### src/rtl/square_accumulator_if.sv
// Start/done handshake bundle for the iterative squarer.
//   st   : start request, level-held by the requester until done is seen
//   x    : operand, sampled on the load cycle only
//   done : result valid (DONE state while st is high)
//   busy : accumulation in progress
//   sq   : accumulator / final square
interface square_accumulator_if #(
  parameter int unsigned W = 4
);
  logic             st;
  logic [W-1:0]     x;
  logic             done;
  logic             busy;
  logic [2*W-1:0]   sq;

  modport master (output st, output x, input done, input busy, input sq);
  modport slave  (input st, input x, output done, output busy, output sq);
endinterface

### src/rtl/square_accumulator.sv
// Iterative squarer: sq = x*x built by summing the first x odd numbers,
// one addition per clock.
// Ports:
//   clk : rising-edge clock
//   rst : asynchronous active-high reset
//   bus : square_accumulator_if slave (st, x in; done, busy, sq out)
module square_accumulator #(
  parameter int unsigned W = 4
) (
  input  logic                 clk,
  input  logic                 rst,
  square_accumulator_if.slave  bus
);

  localparam int unsigned SW = 2 * W;  // result width
  localparam int unsigned OW = W + 1;  // largest odd addend 2x-1 needs W+1 bits

  typedef enum logic [2:0] {
    IDLE = 3'b001,
    ADD  = 3'b010,
    DONE = 3'b100
  } state_t;

  state_t         state;
  logic [SW-1:0]  acc;
  logic [OW-1:0]  odd;
  logic [W-1:0]   cnt;

  // Control and datapath; illegal one-hot codes fall back to IDLE.
  always_ff @(posedge clk or posedge rst) begin
    if (rst) begin
      state <= IDLE;
      acc   <= '0;
      odd   <= OW'(1);
      cnt   <= '0;
    end else begin
      unique case (state)
        IDLE: begin
          if (bus.st) begin
            cnt   <= bus.x;
            acc   <= '0;
            odd   <= OW'(1);
            state <= ADD;
          end
        end
        ADD: begin
          if (cnt != '0) begin
            acc <= acc + SW'(odd);
            odd <= odd + OW'(2);
            cnt <= cnt - W'(1);
          end else begin
            state <= DONE;
          end
        end
        DONE: begin
          // Stay here while st is held so a held request cannot restart.
          if (!bus.st) state <= IDLE;
        end
        default: state <= IDLE;
      endcase
    end
  end

  // Status decodes are combinational on state (and st for done).
  assign bus.done = (state == DONE) && bus.st;
  assign bus.busy = (state == ADD);
  assign bus.sq   = acc;

endmodule

### src/flat_wrapper.sv
// flat-port wrapper written by rule: the top's interface ports become plain ports
module square_accumulator_flat 
#(
  parameter int unsigned W = 4
)
  (clk, rst, bus_st, bus_x, bus_done, bus_busy, bus_sq);
  square_accumulator_if #(.W(W)) bus_i ();
  input  logic clk;
  input  logic rst;
  input wire logic [$bits(bus_i.st)-1:0] bus_st;
  input wire logic [$bits(bus_i.x)-1:0] bus_x;
  output wire logic [$bits(bus_i.done)-1:0] bus_done;
  output wire logic [$bits(bus_i.busy)-1:0] bus_busy;
  output wire logic [$bits(bus_i.sq)-1:0] bus_sq;
  assign bus_i.st = bus_st;
  assign bus_i.x = bus_x;
  assign bus_done = bus_i.done;
  assign bus_busy = bus_i.busy;
  assign bus_sq = bus_i.sq;
  square_accumulator #(.W(W)) u_core (.clk(clk), .rst(rst), .bus(bus_i));
endmodule
### config.mk
export PLATFORM = sky130hd
export DESIGN_NAME = square_accumulator_flat
export DESIGN_NICKNAME = d
export VERILOG_FILES = /design/src/rtl/square_accumulator_if.sv /design/src/rtl/square_accumulator.sv /design/src/flat_wrapper.sv
export SDC_FILE = /design/constraint.sdc
export NUM_CORES = 1
export LEC_CHECK = 0
export BUFFER_PORTS_ARGS = -buffer_cell sky130_fd_sc_hd__buf_4
export CAP_MARGIN = 10
export CORE_MARGIN = 1
export CORE_UTILIZATION = 59
export DETAILED_ROUTE_END_ITERATION = 8
export PLACE_DENSITY = 0.89
export SLEW_MARGIN = 5
export SYNTH_ARGS = -nofsm -noshare
export SYNTH_HDL_FRONTEND = slang
export SYNTH_SLANG_ARGS = --single-unit
export TNS_END_PERCENT = 20
### constraint.sdc
create_clock -name clk -period 5.3 [get_ports clk]
set_input_delay 1.06 -clock clk [delete_from_list [all_inputs] [get_ports clk]]
set_output_delay 1.06 -clock clk [all_outputs]
set_load 0.03 [all_outputs]
==> impl_metrics.yaml <==
critical_path:
  crit_start: "bus_st"
  path_class: "in -> out"
  critPathSlowestCell: "nor2b_1"
  r2r-end: "u_core.cnt[1]"
  rrSetupSlack_ps: 3280
  r2r-start: "u_core.state[2]"
  r2r_cells: 5
  cpPeakStageDelay_ps: 210
  cp.required_ps: 4240
  path_common_cell: "buf_4"
  crit_end: "bus_done"
  arrival_ps: 1730
  critPathMaxFanout: 4
  start_kind: "input pin"
  worst_setup_path_end_kind: "primary output"
  crit_chain: "buf_4 -> nor2b_1 -> and3b_1 -> buf_4"
grt:
  grt_pass1_vias: 806
  grt-busiest-layer: "met2"
  antenna_found_initial: 0
  grtUsageMet1_pct: 30.1
  grt_use_met2_pct: 36.4
  grt_first_pass_wirelength_mm: 3.46
  met3_usage_pct: 3.53
  overflow: 0
  grt.total_usage_pct: 23.4
  grt_max_degree: 21
timing:
  drv_slew: 0
  finalWorstSetupSlack_ps: 2510
  slew_headroom_pct: 49.6
  clock_skew_ps: 3.27
  fin_crit_sh_pct: 52.7
  final.setup.tns_ps: 0
  finalHoldViolCount: 0
  finalSetupViolations: 0
  worst_pin_slew_ps: 756
  finalCriticalPeriod_ps: 2790
  max_freq_mhz: 358
  rsz0062_at_grt: "no"
routing:
  vias_per_cell: 5.73
  route.detailed.drc: 0
  drt_iter0_markers: 13
  wl_per_cell_um: 13.9
  drtAntennaViolNets: 0
  routed_wl_mm: 2.19
  drt_first_pass_iters: 4
  num_vias: 905
final_layout:
  multi_input_area_um2: 601
  syn_to_final_growth_pct: 14.1
  seq_area_um2: 503
  final_area_um2: 1330
  nNetsFinal: 149
  final_cell_mix: "dfrtp_1 (18), buf_4 (16), nand2_1 (14), nor2_1 (8), ha_1 (7)"
  antennaDiodeCount: 0
  n_fill_cell: 122
  final_common_cell: "dfrtp_1"
  drive_gt1_share_pct: 23.3
floorplan:
  coreArea_um2: 1780
  fp.dieW_um: 46.4
  rows: 15
  io_pins: 17
  chipHeight_um: 46.4
  dieArea_um2: 2160
  initial_utilization_pct: 65.3
clock_network:
  cts_made_buffers: 3
  cts_tree: "built"
  cts_hold_buf: 0
  cts_setup_buffers: 0
  cts_root_buf: "clkbuf_4"
  cts_sinks: 20
  ctsResizeCount: 0
  cts.reportedPaths.clkPinSlew_ps: 110
  clock_latency_ps: 310
  clockBufferDepth: 2
  htreeDepth: 1
yosys:
  ys_ff_latch: 20
  yosysWarnings: 0
  synthCells: 117
  synth_edf_count: 0
  syn_nets: 132
  ys_types: 43
  ys_seq_area_share_pct: 43.2
  syn_area_um2: 1160
  synth.avg_cell_area_um2: 9.96
  synth_ff_type: "dfrtp_1"
  async_flop_share_pct: 100
placed_design:
  io_buffers: 16
  gp_routability_congestion: 0.880
  dp_hpwl_mm: 1.63
  dp_slack_ps: 2520
  placed_area_um2: 1290
power:
  vdd_drop_max_mv: 0.281
  power.leakage_uw: 0.000656
  power.density_nw_per_um2: 420
min_path:
  hold_start: "u_core.odd[0]"
  hold_path.class: "reg -> reg"
flow_run:
  maxCapViolCount: 0
outcome:
  run_status: "finished clean"
-- cell usage after synthesis (2+ instances only) --
cell,n,area share [%]
nand2_1,14,4.5
a211oi_1,2,1.3
o21ai_0,6,2.6
mux2i_1,4,3.4
a21oi_1,4,1.7
nor2_1,8,2.6
ha_1,7,7.5
inv_1,6,1.9
nand3_1,6,2.6
xor2_1,4,3.0
dfstp_2,2,4.5
and3b_1,2,1.5
or3b_1,2,1.5
a22o_1,2,1.5
nor3_2,2,1.7
dfrtp_1,18,39
clkbuf_1,2,0.64
-- stage by stage --
step / utilization, % / total power [uW] / instances / hold slack, ps
3_3_place_gp: 72.5 / 457 / 154 / 489
4_1_cts: 74.5 / 560 / 158 / 520
2_1_floorplan: - / 413 / 117 / 480
6_report: 74.5 / 557 / 158 / 518
3_5_place_dp: 72.5 / 469 / 154 / 503
5_1_grt: 74.5 / 595 / 158 / 525
-- worst min path at each step --
stage,endpoint,slack (ps),depth (start not counted)
2_1_floorplan,u_core.odd[0],480,1
3_3_place_gp,u_core.odd[0],490,1
3_5_place_dp,u_core.odd[0],500,1
4_1_cts,u_core.odd[0],520,1
5_1_grt,u_core.odd[0],530,1
6_report,u_core.odd[0],520,1
-- final cells by class --
class                   instances  area share, %
flip-flops and latches         20           37.9
repair buffers                 16           9.04
clock buffers                   4           2.73
multi-input cells              85           45.2
well taps                      25           2.35
inverters                       8           2.82
-- sequential cells by signal, indices dropped and copies added (netlist names) --
name and count:
u_core.cnt 4, u_core.odd 5, u_core.state 3, u_core.bus.sq 8
-- power breakdown --
part	internal [uW]	switching (uW)	total, uW
sequential	193	47.3	240
combinational	92.4	134	226
clock	42.0	49.0	91.0
total	327	230	557
-- logic make-up (layout without fill, tap and decap cells) --
family	after synthesis	in the layout	share of synthesized area, %
muxes	6	6	5.37
and+or+nand+nor	44	44	21.1
DFF	20	20	43.2
buffers and inverters	12	28	5.26
xor gates and xnor gates	5	5	3.76
AOI/OAI and AO/OA	22	22	12.1
adders and majority gates	8	8	9.24
-- per-layer routing --
metal | routed length (um) | vias to the layer above
met2 | 1060 | 19
met4 | 81 | 0
met5 | 0 | -
met3 | 56 | 9
li1 | - | 445
met1 | 996 | 432
-- critical path: cells and delay by family --
kind | cells | cell delay [ps]
buffers and inverters | 2 | 240
and+or+nand+nor | 2 | 420
(Power assumes the default switching activity.)
